--- src/rtl/fpgaboy_clock_gen_if.sv ---
// rtl/fpgaboy_clock_gen_if.sv - switch inputs and generated clock/reset outputs of fpgaboy_clock_gen
interface fpgaboy_clock_gen_if;
  logic sw_step;
  logic sw_step_en;
  logic sw_power;
  logic core_en;
  logic core_clk;
  logic game_clk;
  logic step_active;
  logic reset_init;
  logic sys_reset;
  logic clk_slow;
  logic clk_fast;

  modport master (
    output sw_step, sw_step_en, sw_power,
    input  core_en, core_clk, game_clk, step_active,
    input  reset_init, sys_reset, clk_slow, clk_fast
  );

  modport slave (
    input  sw_step, sw_step_en, sw_power,
    output core_en, core_clk, game_clk, step_active,
    output reset_init, sys_reset, clk_slow, clk_fast
  );
endinterface

--- src/rtl/fpgaboy_clock_gen.sv ---
// rtl/fpgaboy_clock_gen.sv - core divider, game clock mux, resets and slow clocks; step mux built under STEP_CLOCK_EN
module fpgaboy_clock_gen #(
  parameter int CORE_DIV       = 3,
  parameter int INIT_TICKS     = 16,
  parameter int DEBOUNCE_DELAY = 333333,
  parameter int DIV_SLOW       = 33333,
  parameter int DIV_FAST       = 166
) (
  input  logic                clock,
  input  logic                reset_n,
  fpgaboy_clock_gen_if.slave  bus
);

  localparam int PH_W    = $clog2(CORE_DIV);
  localparam int CORE_HI = ((CORE_DIV / 2) > 1) ? (CORE_DIV / 2) : 1;
  localparam int INIT_W  = $clog2(INIT_TICKS + 1);
  localparam int DB_W    = $clog2(DEBOUNCE_DELAY + 1);
  localparam int SLOW_W  = $clog2(DIV_SLOW + 1);
  localparam int FAST_W  = $clog2(DIV_FAST + 1);

  // Switch index 0 is power; 1 and 2 (step_en, step) exist only with the step mux.
`ifdef STEP_CLOCK_EN
  localparam int NSW = 3;
`else
  localparam int NSW = 1;
`endif

  logic [PH_W-1:0]   r_phase;
  logic [PH_W-1:0]   w_phase_nxt;
  logic              r_core_en;
  logic              r_core_clk;
  logic [INIT_W-1:0] r_init_cnt;
  logic              r_reset_init;
  logic              r_sys_reset;
  logic [NSW-1:0]    w_sw_raw;
  logic [NSW-1:0]    r_sync1;
  logic [NSW-1:0]    r_sync2;
  logic [NSW-1:0]    r_new;
  logic [NSW-1:0]    r_clean;
  logic [DB_W-1:0]   r_count [NSW];
  logic              r_game_clk;
  logic [SLOW_W-1:0] r_slow_cnt;
  logic              r_clk_slow;
  logic [FAST_W-1:0] r_fast_cnt;
  logic              r_clk_fast;

`ifdef STEP_CLOCK_EN
  assign w_sw_raw = {bus.sw_step, bus.sw_step_en, bus.sw_power};
`else
  assign w_sw_raw = bus.sw_power;
`endif

  // Next phase of the reference-clock divider, wrapping at CORE_DIV-1.
  always_comb begin
    w_phase_nxt = r_phase + 1'b1;
    if (r_phase == PH_W'(CORE_DIV - 1)) begin
      w_phase_nxt = '0;
    end
  end

  // Phase counter plus registered tick and core clock, both aligned to the phase they describe.
  always_ff @(posedge clock or negedge reset_n) begin
    if (!reset_n) begin
      r_phase    <= '0;
      r_core_en  <= 1'b0;
      r_core_clk <= 1'b0;
    end else begin
      r_phase    <= w_phase_nxt;
      r_core_en  <= (w_phase_nxt == '0);
      r_core_clk <= (w_phase_nxt < PH_W'(CORE_HI));
    end
  end

  // Power-on reset: released on the INIT_TICKS-th core tick after reset_n goes high.
  always_ff @(posedge clock or negedge reset_n) begin
    if (!reset_n) begin
      r_init_cnt   <= '0;
      r_reset_init <= 1'b1;
    end else if (r_core_en && r_reset_init) begin
      if (r_init_cnt == INIT_W'(INIT_TICKS - 1)) begin
        r_reset_init <= 1'b0;
      end else begin
        r_init_cnt <= r_init_cnt + 1'b1;
      end
    end
  end

  // Two-flop synchronisers every clock; debouncers advance on core ticks only.
  always_ff @(posedge clock or negedge reset_n) begin
    if (!reset_n) begin
      r_sync1 <= '0;
      r_sync2 <= '0;
      r_new   <= '0;
      r_clean <= '0;
      for (int i = 0; i < NSW; i++) begin
        r_count[i] <= '0;
      end
    end else begin
      r_sync1 <= w_sw_raw;
      r_sync2 <= r_sync1;
      if (r_core_en) begin
        for (int i = 0; i < NSW; i++) begin
          if (r_reset_init) begin
            r_new[i]   <= r_sync2[i];
            r_clean[i] <= r_sync2[i];
            r_count[i] <= '0;
          end else if (r_sync2[i] != r_new[i]) begin
            r_new[i]   <= r_sync2[i];
            r_count[i] <= '0;
          end else if (r_count[i] == DB_W'(DEBOUNCE_DELAY)) begin
            r_clean[i] <= r_new[i];
          end else begin
            r_count[i] <= r_count[i] + 1'b1;
          end
        end
      end
    end
  end

  // System reset combines power-on reset with a debounced power-off.
  always_ff @(posedge clock or negedge reset_n) begin
    if (!reset_n) begin
      r_sys_reset <= 1'b1;
    end else begin
      r_sys_reset <= r_reset_init | ~r_clean[0];
    end
  end

`ifdef STEP_CLOCK_EN
  logic r_step_active;
  logic w_cur_src;
  logic w_new_src;

  // Current source follows the select in effect; incoming source follows the requested select.
  always_comb begin
    w_cur_src = r_step_active ? r_clean[2] : r_core_clk;
    w_new_src = r_clean[1] ? r_clean[2] : r_core_clk;
  end

  // Select only changes while both the output and the incoming source are low, so no runt pulse.
  always_ff @(posedge clock or negedge reset_n) begin
    if (!reset_n) begin
      r_game_clk    <= 1'b0;
      r_step_active <= 1'b0;
    end else begin
      r_game_clk <= w_cur_src;
      if (!r_game_clk && !w_new_src) begin
        r_step_active <= r_clean[1];
      end
    end
  end

  assign bus.step_active = r_step_active;
`else
  // Without the step mux the game clock is the core clock one reference clock later.
  always_ff @(posedge clock or negedge reset_n) begin
    if (!reset_n) begin
      r_game_clk <= 1'b0;
    end else begin
      r_game_clk <= r_core_clk;
    end
  end

  assign bus.step_active = 1'b0;
`endif

  // Slow joypad clock: toggles every DIV_SLOW core ticks once power-on reset is done.
  always_ff @(posedge clock or negedge reset_n) begin
    if (!reset_n) begin
      r_slow_cnt <= '0;
      r_clk_slow <= 1'b0;
    end else if (r_reset_init) begin
      r_slow_cnt <= '0;
      r_clk_slow <= 1'b0;
    end else if (r_core_en) begin
      if (r_slow_cnt == SLOW_W'(DIV_SLOW - 1)) begin
        r_slow_cnt <= '0;
        r_clk_slow <= ~r_clk_slow;
      end else begin
        r_slow_cnt <= r_slow_cnt + 1'b1;
      end
    end
  end

  // Fast SPI debug clock: toggles every DIV_FAST core ticks once power-on reset is done.
  always_ff @(posedge clock or negedge reset_n) begin
    if (!reset_n) begin
      r_fast_cnt <= '0;
      r_clk_fast <= 1'b0;
    end else if (r_reset_init) begin
      r_fast_cnt <= '0;
      r_clk_fast <= 1'b0;
    end else if (r_core_en) begin
      if (r_fast_cnt == FAST_W'(DIV_FAST - 1)) begin
        r_fast_cnt <= '0;
        r_clk_fast <= ~r_clk_fast;
      end else begin
        r_fast_cnt <= r_fast_cnt + 1'b1;
      end
    end
  end

  assign bus.core_en    = r_core_en;
  assign bus.core_clk   = r_core_clk;
  assign bus.game_clk   = r_game_clk;
  assign bus.reset_init = r_reset_init;
  assign bus.sys_reset  = r_sys_reset;
  assign bus.clk_slow   = r_clk_slow;
  assign bus.clk_fast   = r_clk_fast;

endmodule

--- src/flat_wrapper.sv ---
// flat-port wrapper written by rule: the top's interface ports become plain ports
module fpgaboy_clock_gen_flat 
#(
  parameter int CORE_DIV       = 3,
  parameter int INIT_TICKS     = 16,
  parameter int DEBOUNCE_DELAY = 333333,
  parameter int DIV_SLOW       = 33333,
  parameter int DIV_FAST       = 166
)
  (clock, reset_n, bus_sw_step, bus_sw_step_en, bus_sw_power, bus_core_en, bus_core_clk, bus_game_clk, bus_step_active, bus_reset_init, bus_sys_reset, bus_clk_slow, bus_clk_fast);
  fpgaboy_clock_gen_if bus_i ();
  input  logic clock;
  input  logic reset_n;
  input wire logic [$bits(bus_i.sw_step)-1:0] bus_sw_step;
  input wire logic [$bits(bus_i.sw_step_en)-1:0] bus_sw_step_en;
  input wire logic [$bits(bus_i.sw_power)-1:0] bus_sw_power;
  output wire logic [$bits(bus_i.core_en)-1:0] bus_core_en;
  output wire logic [$bits(bus_i.core_clk)-1:0] bus_core_clk;
  output wire logic [$bits(bus_i.game_clk)-1:0] bus_game_clk;
  output wire logic [$bits(bus_i.step_active)-1:0] bus_step_active;
  output wire logic [$bits(bus_i.reset_init)-1:0] bus_reset_init;
  output wire logic [$bits(bus_i.sys_reset)-1:0] bus_sys_reset;
  output wire logic [$bits(bus_i.clk_slow)-1:0] bus_clk_slow;
  output wire logic [$bits(bus_i.clk_fast)-1:0] bus_clk_fast;
  assign bus_i.sw_step = bus_sw_step;
  assign bus_i.sw_step_en = bus_sw_step_en;
  assign bus_i.sw_power = bus_sw_power;
  assign bus_core_en = bus_i.core_en;
  assign bus_core_clk = bus_i.core_clk;
  assign bus_game_clk = bus_i.game_clk;
  assign bus_step_active = bus_i.step_active;
  assign bus_reset_init = bus_i.reset_init;
  assign bus_sys_reset = bus_i.sys_reset;
  assign bus_clk_slow = bus_i.clk_slow;
  assign bus_clk_fast = bus_i.clk_fast;
  fpgaboy_clock_gen #(.CORE_DIV(CORE_DIV), .INIT_TICKS(INIT_TICKS), .DEBOUNCE_DELAY(DEBOUNCE_DELAY), .DIV_SLOW(DIV_SLOW), .DIV_FAST(DIV_FAST)) u_core (.clock(clock), .reset_n(reset_n), .bus(bus_i));
endmodule
--- config.mk ---
export PLATFORM = sky130hd
export DESIGN_NAME = fpgaboy_clock_gen_flat
export DESIGN_NICKNAME = d
export VERILOG_FILES = /design/src/rtl/fpgaboy_clock_gen_if.sv /design/src/rtl/fpgaboy_clock_gen.sv /design/src/flat_wrapper.sv
export SDC_FILE = /design/constraint.sdc
export NUM_CORES = 1
export LEC_CHECK = 0
export ABC_AREA = 1
export BUFFER_PORTS_ARGS = -buffer_cell sky130_fd_sc_hd__buf_2
export CORE_ASPECT_RATIO = 1.2
export CORE_MARGIN = 3
export CORE_UTILIZATION = 30
export DETAILED_ROUTE_END_ITERATION = 8
export PLACE_DENSITY = 0.51
export RECOVER_POWER = 100
export SYNTH_ARGS = -nofsm -noshare
export SYNTH_HDL_FRONTEND = slang
export SYNTH_SLANG_ARGS = --single-unit
--- constraint.sdc ---
create_clock -name clock -period 4.82 [get_ports clock]
set_clock_uncertainty 0.1 [all_clocks]
set_input_delay 0.964 -clock clock [delete_from_list [all_inputs] [get_ports clock]]
set_output_delay 0.964 -clock clock [all_outputs]
set_load 0.02 [all_outputs]
==> results of run 1 <==
==> cells in the final DEF (no fill, tap or decap), types with 2 or more instances in the layout <==
| cell type | count |
|---|---|
| inv_1 | 53 |
| o21ai_0 | 26 |
| xnor2_1 | 2 |
| nor3_1 | 7 |
| ha_1 | 8 |
| a21oi_1 | 9 |
| or2_2 | 2 |
| o22ai_1 | 2 |
| nand2_2 | 2 |
| clkbuf_16 | 9 |
| clkinv_1 | 2 |
| nand2_1 | 111 |
| nor2_1 | 61 |
| nor2_4 | 2 |
| nand4_1 | 21 |
| clkbuf_1 | 9 |
| nor3_2 | 3 |
| xor2_1 | 14 |
| clkinvlp_4 | 3 |
| nand3_2 | 3 |
| nand3_1 | 35 |
| dfrtp_1 | 58 |
==> metrics by stage <==
| stage | utilization [%] | hold slack, ps |
|---|---|---|
| after floorplan | - | 231.2 |
| after global placement | 32.32 | 235.6 |
| after detailed placement | 32.32 | 236.4 |
| after CTS | 34.83 | 249.3 |
| after global routing | 34.35 | 270.4 |
| final | 34.35 | 245.4 |
==> layer usage <==
layer  routed length (µm)  share of wire, %
met1                 3440                49
met2                 3272                46
met3                  236               3.3
met4                  134               1.9
met5                    0                 0
==> logic make-up after synthesis <==
logic type                 count (synthesis)  share of synthesized area, %
muxes                                      1                        0.2934
other                                      1                        0.1099
buffers and inverters                     68                         8.581
DFF                                       60                         44.08
xor gates and xnor gates                  16                         4.327
AOI/OAI and AO/OA                         38                         6.600
adders and majority gates                  8                         2.934
and+or+nand+nor                          251                         33.08
==> path summary, 6_finish.rpt <==
check / start / endpoint / slack, ps / depth (start not counted)
worst max-delay path: u_core.bus.core_clk / u_core.r_slow_cnt[13] / 2190 / 5
worst min-delay path: u_core.r_sync1 / u_core.r_sync2 / 250 / 0
worst max register to register: u_core.bus.core_clk / u_core.r_slow_cnt[13] / 2190 / 5
worst min register to register: u_core.r_sync1 / u_core.r_sync2 / 250 / 0
max in group asynchronous: reset_n / u_core.r_init_cnt[3] / 2930 / 2
min in group asynchronous: reset_n / u_core.r_fast_cnt[7] / 590 / 1
==> state kept, by name (all words and copies together) (netlist names) <==
| name | flops |
|---|---|
| u_core.r_count | 19 |
| u_core.r_slow_cnt | 16 |
| u_core.r_fast_cnt | 8 |
| u_core.r_init_cnt | 5 |
| u_core.r_phase | 2 |
| u_core.bus.clk_fast | 1 |
| u_core.bus.clk_slow | 1 |
| u_core.bus.core_clk | 1 |
| u_core.bus.game_clk | 1 |
| u_core.bus.reset_init | 1 |
| u_core.bus.sys_reset | 1 |
| u_core.r_clean | 1 |
| u_core.r_new | 1 |
| u_core.r_sync1 | 1 |
| u_core.r_sync2 | 1 |
==> final cells by class <==
| cell class | count | area [µm²] |
|---|---|---|
| clock buffers | 11 | 242.7 |
| clock inverters | 5 | 36.28 |
| fillers | 1204 | 7279 |
| inverters | 57 | 215.2 |
| multi-input cells | 315 | 1575 |
| flip-flops and latches | 60 | 1504 |
| well taps | 154 | 192.7 |
| repair buffers | 10 | 42.54 |
==> worst max-delay path, delay by kind of cell, from the launching register on <==
kind,cells,cell delay (ps)
AND/OR/NAND/NOR,3,1050
flip-flops,1,620
buffers and inverters,1,410
AO/OA/AOI/OAI,1,370
==> cell usage after synthesis, types with 2 or more instances <==
cell | number | area, µm²
nor3_1 | 7 | 35.03
inv_2 | 2 | 7.510
nor2_4 | 2 | 22.52
xor2_1 | 13 | 113.9
nand4_1 | 21 | 131.4
nor3_2 | 3 | 30.03
buf_6 | 2 | 22.52
dfrtp_1 | 58 | 1451
o22ai_1 | 2 | 12.51
nand3_1 | 35 | 175.2
buf_2 | 2 | 10.01
xnor2_1 | 2 | 17.52
buf_4 | 4 | 30.03
inv_1 | 52 | 195.2
clkinv_1 | 2 | 7.510
nand2_1 | 111 | 416.7
ha_1 | 8 | 100.1
or2_2 | 2 | 12.51
o21ai_2 | 8 | 70.07
o21ai_0 | 17 | 85.08
a21oi_1 | 9 | 45.04
dfstp_2 | 2 | 52.55
nand2_2 | 2 | 12.51
clkbuf_1 | 3 | 11.26
nand3_2 | 3 | 30.03
nor2_1 | 60 | 225.2
==> power groups by stage <==
stage / Combinational (mW) / Sequential, mW / Clock [mW]
2_1_floorplan: 0.0140 / 0.524 / 0
3_3_place_gp: 0.0297 / 0.525 / 0
3_5_place_dp: 0.0299 / 0.525 / 0
4_1_cts: 0.0301 / 0.516 / 0.620
5_1_grt: 0.0327 / 0.516 / 0.642
6_report: 0.0274 / 0.516 / 0.598
==> impl_metrics.py, run 1 <==
metrics = {
    "status": {
        "status": "completed",
    },
    "setup_path": {
        "path_cells": "nor2_1 -> inv_1 -> o21ai_0 -> nand2_1 -> nor2_1",
        "cp_common_cell": "nor2_1",
        "arrival_ps": 2790,
        "end_kind": "register",
        "critPathSlowestCell": "nor2_1",
        "cp_max_fo": 20,
        "start_kind": "register",
        "critPathMaxStageDelay_ps": 840,
        "worst-endpoint-required_ps": 4980,
        "path_class": "register to register",
    },
    "grt": {
        "grt.met3_usage_pct": 3.980,
        "grt_busiest_layer": "met2",
        "antenna_found_initial": 0,
        "gr-usage-met1_pct": 16.21,
        "grt.total_usage_pct": 12.56,
        "use_met2_pct": 19.62,
        "grt_max_degree": 48,
        "gr-total-overflow": 0,
        "grt_first_pass_wirelength_um": 12510,
        "grt_pass1_vias": 2750,
    },
    "sta": {
        "tightestPinTransition_ps": 957.1,
        "setup_viol": 0,
        "post-route-period-util_pct": 54.50,
        "relSlewSlack_pct": 35.96,
        "setup_ws_ps": 2193,
        "fmax_mhz": 380.7,
        "slew_violations": 0,
        "setup_tns_ps": 0,
        "fin_crit_ps": 2627,
        "rsz0062_at_grt": "no",
        "hold_violations": 0,
    },
    "cells_and_area": {
        "insertedDiodeCount": 0,
        "areaGrowthSynthToFinish_pct": 11.62,
        "nets": 466,
        "fin_area_um2": 3809,
        "final_cells": 612,
        "drive_above_1_share_pct": 7.205,
    },
    "pwr": {
        "p_per_area_nw_per_um2": 299.5,
        "seq_power_share_pct": 45.2,
        "ir_drop_mv": 0.1696,
        "p_comb_share_pct": 2.4,
        "p_total_mw": 1.141,
        "p_sw_uw": 262.9,
        "p_clk_share_pct": 52.4,
        "swShare_pct": 23.05,
        "power.internal_uw": 877.8,
        "power_leakage_nw": 1.667,
    },
    "die": {
        "dieWidth_um": 103.4,
        "fp.coreArea_um2": 11090,
        "die_h_um": 122.8,
        "dieArea_um2": 12690,
        "std_cell_rows": 42,
        "start_util_pct": 30.77,
        "num_io_pins": 13,
    },
    "route": {
        "first_iter_violations": 162,
        "drt-total-wl_um": 7084,
        "post-route-drc-count": 0,
        "vias": 2779,
        "ant_nets": 0,
        "via_per_inst": 4.541,
        "drtPass1Iterations": 4,
        "routedWlPerCell_um": 11.58,
    },
    "clock_tree": {
        "root_buffer": "clkbuf_16",
        "clk_pin_slew_worst_paths_ps": 50,
        "clkLatencyLatePin_ps": 330,
        "cts_tree": "built",
        "post_cts_buffers": 0,
        "numCtsBuffers": 9,
        "clockBufferDepth": 2,
        "clock_sinks": 60,
        "htreeDepth": 3,
        "cts_hold_buf": 0,
        "ctsResizeCount": 0,
    },
    "logic_synthesis": {
        "synth_ff_type": "dfrtp_1",
        "synth_edf_count": 0,
        "ys_seq_area_share_pct": 44.08,
        "avgSynthCellArea_um2": 7.702,
        "ys_ff_latch": 60,
        "synthCells": 443,
        "synth_fp_nets": 456,
        "ys_warn_count": 0,
        "async_flop_share_pct": 100.0,
        "syn_area_um2": 3412,
        "synth_cell_type_count": 37,
    },
    "placement": {
        "place_hpwl_um": 5069,
        "gp_congestion": 0.8251,
        "place_area_um2": 3583,
        "post-place-cells": 596,
        "preCtsSetupSlack_ps": 2577,
        "port_buffers": 9,
    },
    "min_path": {
        "min_path_type": "register to register",
    },
    "run": {
        "cap_violations": 0,
    },
}
Note: power is estimated with default switching activity, not from simulation.
==> run 2, diff against run 1 <==
--- a/config.mk
+++ b/config.mk
@@ -11,7 +11,7 @@
 export CORE_MARGIN = 3
 export CORE_UTILIZATION = 30
 export DETAILED_ROUTE_END_ITERATION = 8
-export PLACE_DENSITY = 0.51
+export PLACE_DENSITY = 0.52
 export RECOVER_POWER = 100
 export SYNTH_ARGS = -nofsm -noshare
 export SYNTH_HDL_FRONTEND = slang
==> constraint.sdc (replaced) <==
create_clock -name clock -period 2.4 [get_ports clock]
set_clock_uncertainty 0.1 [all_clocks]
set_input_delay 0.48 -clock clock [delete_from_list [all_inputs] [get_ports clock]]
set_output_delay 0.48 -clock clock [all_outputs]
set_load 0.02 [all_outputs]
==> impl_metrics.py, run 2 (same netlist as run 1, synthesis figures left out) <==
metrics = {
    "status": {
        "status": "completed",
    },
    "clock_tree": {
        "cts_hold_buf": 0,
        "clock_sinks": 60,
        "cts_tree": "built",
        "clk_pin_slew_worst_paths_ps": 50,
        "numCtsBuffers": 9,
        "htreeDepth": 3,
        "ctsResizeCount": 0,
        "clkLatencyLatePin_ps": 330,
        "root_buffer": "clkbuf_16",
        "clockBufferDepth": 2,
        "post_cts_buffers": 0,
    },
    "cells_and_area": {
        "max_flop_register": "u_core.r_count",
        "top_regs": "u_core.r_count (19), u_core.r_slow_cnt (16), u_core.r_fast_cnt (8)",
        "drive_above_1_share_pct": 7.158,
        "final_common_cell": "nand2_1",
        "layout_common_cells": "nand2_1 (111), nor2_1 (61), dfrtp_1 (58), inv_1 (52), nand3_1 (35)",
        "fin_area_um2": 3791,
        "largest_reg_flops": 19,
        "insertedDiodeCount": 0,
        "final_cells": 615,
        "nets": 470,
        "areaGrowthSynthToFinish_pct": 11.11,
    },
    "die": {
        "dieArea_um2": 12690,
        "die_h_um": 122.8,
        "dieWidth_um": 103.4,
        "num_io_pins": 13,
        "std_cell_rows": 42,
        "start_util_pct": 30.77,
        "fp.coreArea_um2": 11090,
    },
    "grt": {
        "gr-total-overflow": 0,
        "grt_first_pass_wirelength_um": 12730,
        "grt.total_usage_pct": 12.74,
        "grt_pass1_vias": 2733,
        "antenna_found_initial": 0,
        "grt_max_degree": 26,
    },
    "placement": {
        "gp_congestion": 0.8631,
        "port_buffers": 9,
        "post-place-cells": 600,
        "place_area_um2": 3626,
        "place_hpwl_um": 5202,
    },
    "sta": {
        "hold_violations": 0,
        "fin_crit_ps": 2170,
        "setup_tns_ps": 0,
        "post-route-period-util_pct": 90.43,
        "fmax_mhz": 460.8,
        "worst_hold_slack_ps": 164.7,
        "slew_violations": 0,
        "relSlewSlack_pct": 6.787,
        "tightestPinTransition_ps": 1398,
        "setup_viol": 0,
        "rsz0062_at_grt": "no",
    },
    "route": {
        "vias": 2819,
        "ant_nets": 0,
        "routedWlPerCell_um": 11.93,
        "first_iter_violations": 215,
        "post-route-drc-count": 0,
        "drtPass1Iterations": 4,
        "via_per_inst": 4.584,
        "drt-total-wl_um": 7334,
    },
    "setup_path": {
        "start_kind": "register",
        "crit_family": "buffers and inverters",
        "arrival_ps": 1590,
        "critPathBufInv": 2,
        "path_cells": "clkbuf_1 -> clkbuf_1",
        "cp_max_fo": 10,
        "critPathSlowestCell": "dfstp_2",
        "worst-endpoint-required_ps": 1820,
        "cp_common_cell": "clkbuf_1",
        "path_class": "register to primary output",
        "end_kind": "primary output",
        "critPathMaxStageDelay_ps": 550,
    },
    "min_path": {
        "min_path_type": "primary input to register",
    },
    "pwr": {
        "ir_drop_mv": 0.4652,
        "power_leakage_nw": 1.676,
        "p_per_area_nw_per_um2": 584.1,
    },
    "run": {
        "cap_violations": 0,
    },
}
-- run 2: final cells by class --
| class | instances | area (µm²) |
|---|---|---|
| Clock buffer | 12 | 236.5 |
| Inverter | 57 | 219.0 |
| Tap cell | 154 | 192.7 |
| Clock inverter | 3 | 15.01 |
| Timing Repair Buffer | 14 | 60.06 |
| Multi-Input combinational cell | 315 | 1564 |
| Fill cell | 1169 | 7297 |
| Sequential cell | 60 | 1504 |
-- run 2: worst paths after layout --
kind                                             from                   end  slack, ps  cells past startpoint
worst max register to register  u_core.bus.reset_init  u_core.r_fast_cnt[6]        320                      5
min in group asynchronous                     reset_n  u_core.r_fast_cnt[7]        370                      1
worst max-delay path            u_core.bus.reset_init        bus_reset_init        230                      2
worst min register to register         u_core.r_sync1        u_core.r_sync2        250                      0
max in group asynchronous                     reset_n    u_core.r_count[18]        520                      2
worst min-delay path                     bus_sw_power        u_core.r_sync1        160                      1
-- run 2: metal layers --
layer	global-route usage, %	wire [µm]
met5	0	0
met4	5.425	124
met3	2.786	174
met2	20.30	3518
met1	16.54	3516
-- run 2: report_power, final --
group | leakage (nW) | internal [mW] | total (mW) | switching [mW]
logic | 0.747 | 0.0123 | 0.0568 | 0.0445
clock network | 0.126 | 0.687 | 1.12 | 0.433
registers | 0.803 | 1.02 | 1.04 | 0.0135
total | 1.68 | 1.72 | 2.21 | 0.491
-- run 2: metrics by stage --
stage	power [mW]	worst slack [ps]	util, %
floorplan	1.080	753.8	-
global route	2.300	131.3	34.19
global placement	1.117	590.4	32.70
detailed placement	1.118	548.2	32.70
CTS	2.258	531.2	34.97
finish	2.214	229.7	34.19
==> run 3, diff against run 2 <==
==> constraint.sdc (replaced) <==
create_clock -name clock -period 2.4 [get_ports clock]
set_clock_uncertainty 0.1 [all_clocks]
set_input_delay 0.48 -clock clock [delete_from_list [all_inputs] [get_ports clock]]
set_output_delay 0.48 -clock clock [all_outputs]
set_load 0.1 [all_outputs]
==> impl_metrics.py, run 3 (same netlist as run 1, synthesis figures left out) <==
metrics = {
    "setup_path": {
        "critPathSlowestCell": "buf_1",
        "critPathMaxStageDelay_ps": 870,
        "cp_max_fo": 3,
        "end_kind": "primary output",
        "path_class": "register to primary output",
        "arrival_ps": 1550,
        "worst-endpoint-required_ps": 1820,
        "path_cells": "buf_1",
        "start_kind": "register",
        "critPathBufInv": 1,
        "crit_family": "buffers and inverters",
    },
    "pwr": {
        "p_sw_uw": 523.5,
        "p_comb_share_pct": 2.4,
        "p_per_area_nw_per_um2": 671.0,
        "seq_power_share_pct": 39.4,
        "power.internal_mw": 2.110,
        "ir_drop_mv": 0.4257,
        "p_clk_share_pct": 58.2,
        "swShare_pct": 19.88,
        "power_leakage_nw": 1.750,
    },
    "clock_tree": {
        "clk_pin_slew_worst_paths_ps": 50,
        "clkLatencyLatePin_ps": 330,
        "root_buffer": "clkbuf_16",
        "clockBufferDepth": 2,
        "clock_sinks": 60,
        "post_cts_buffers": 0,
        "htreeDepth": 3,
        "cts_hold_buf": 0,
        "numCtsBuffers": 9,
        "cts_tree": "built",
        "ctsResizeCount": 0,
    },
    "placement": {
        "place_area_um2": 3633,
        "place_hpwl_um": 5100,
        "gp_congestion": 0.8312,
        "port_buffers": 9,
    },
    "route": {
        "via_per_inst": 4.575,
        "drtPass1Iterations": 4,
        "first_iter_violations": 154,
        "ant_nets": 0,
        "vias": 2823,
        "post-route-drc-count": 0,
        "routedWlPerCell_um": 11.61,
        "drt-total-wl_um": 7163,
    },
    "die": {
        "die_h_um": 122.8,
        "num_io_pins": 13,
        "fp.coreArea_um2": 11090,
        "dieArea_um2": 12690,
        "dieWidth_um": 103.4,
        "start_util_pct": 30.77,
        "std_cell_rows": 42,
    },
    "cells_and_area": {
        "max_flop_register": "u_core.r_count",
        "largest_reg_flops": 19,
        "areaGrowthSynthToFinish_pct": 15.03,
        "layout_common_cells": "nand2_1 (113), nor2_1 (60), dfrtp_1 (58), inv_1 (53), nand3_1 (35)",
        "final_common_cell": "nand2_1",
        "fin_area_um2": 3925,
        "insertedDiodeCount": 0,
        "fillCellCount": 1183,
        "drive_above_1_share_pct": 9.287,
        "top_regs": "u_core.r_count (19), u_core.r_slow_cnt (16), u_core.r_fast_cnt (8)",
        "nets": 471,
    },
    "sta": {
        "worst_hold_slack_ps": 158.6,
        "fin_crit_ps": 2135,
        "setup_viol": 0,
        "tightestPinTransition_ps": 1534,
        "setup_tns_ps": 0,
        "relSlewSlack_pct": -2.240,
        "fmax_mhz": 468.5,
        "slew_violations": 61,
        "rsz0062_at_grt": "no",
        "hold_violations": 0,
        "post-route-period-util_pct": 88.94,
    },
    "grt": {
        "grt_busiest_layer": "met2",
        "grt_pass1_vias": 2794,
        "grt_max_degree": 61,
        "gr-total-overflow": 0,
        "grt.total_usage_pct": 12.77,
        "antenna_found_initial": 0,
        "grt_first_pass_wirelength_um": 12690,
        "grt.met3_usage_pct": 2.388,
        "use_met2_pct": 20.49,
        "gr-usage-met1_pct": 16.04,
    },
    "run": {
        "cap_violations": 1,
    },
    "min_path": {
        "min_path_type": "primary input to register",
    },
    "status": {
        "violations": "max-capacitance violations, max-slew violations",
        "status": "finished, violations left",
    },
}
-- run 3: cell type report --
class	instances	area (µm²)	area share (%)
multi-input cells	315	1577	40.17
inverters	57	219.0	5.579
flip-flops and latches	60	1504	38.32
clock buffers	11	252.7	6.439
clock inverters	5	106.4	2.710
well taps	154	192.7	4.909
repair buffers	15	73.82	1.881
-- run 3: routing by layer --
metal | wire length (µm) | part of all wire, % | up-vias
met1 | 3437 | 48 | 1327
met4 | 150 | 2.1 | 0
li1 | - | - | 1449
met5 | 0 | 0 | -
met3 | 168 | 2.3 | 11
met2 | 3407 | 48 | 36
-- run 3: final timing paths --
| path | from | to | slack (ps) | cells after the start |
|---|---|---|---|---|
| max in group asynchronous | reset_n | u_core.r_count[16] | 760 | 2 |
| max reg2reg | u_core.bus.reset_init | u_core.r_slow_cnt[6] | 420 | 5 |
| min | bus_sw_power | u_core.r_sync1 | 160 | 1 |
| max | u_core.bus.clk_slow | bus_clk_slow | 270 | 1 |
| min reg2reg | u_core.r_sync1 | u_core.r_sync2 | 250 | 0 |
| min in group asynchronous | reset_n | u_core.r_fast_cnt[7] | 520 | 2 |
-- run 3: power groups by stage --
stage | combinational, mW | clock, mW | sequential (mW)
finish | 0.0633 | 1.53 | 1.04
global route | 0.0756 | 1.62 | 1.04
CTS | 0.0714 | 1.58 | 1.04
detailed placement | 0.0710 | 0 | 1.05
global placement | 0.0700 | 0 | 1.05
floorplan | 0.0335 | 0 | 1.05
-- run 3: stage by stage --
| step | setup WS, ps | util [%] | instances | power (mW) |
|---|---|---|---|---|
| 3_5_place_dp | 622.9 | 32.77 | 601 | 1.125 |
| 3_3_place_gp | 652.8 | 32.77 | 601 | 1.124 |
| 6_report | 265.3 | 35.40 | 617 | 2.634 |
| 2_1_floorplan | 236.7 | - | 443 | 1.086 |
| 5_1_grt | 218.3 | 35.40 | 617 | 2.732 |
| 4_1_cts | 418.9 | 36.01 | 617 | 2.691 |
-- run 3: worst register-to-register path: stages (launching register included) --
cell	delay [ps]
dfstp_1	650
buf_4	220
clkinv_1	160
clkbuf_1	400
nand4_1	220
o21ai_0	90
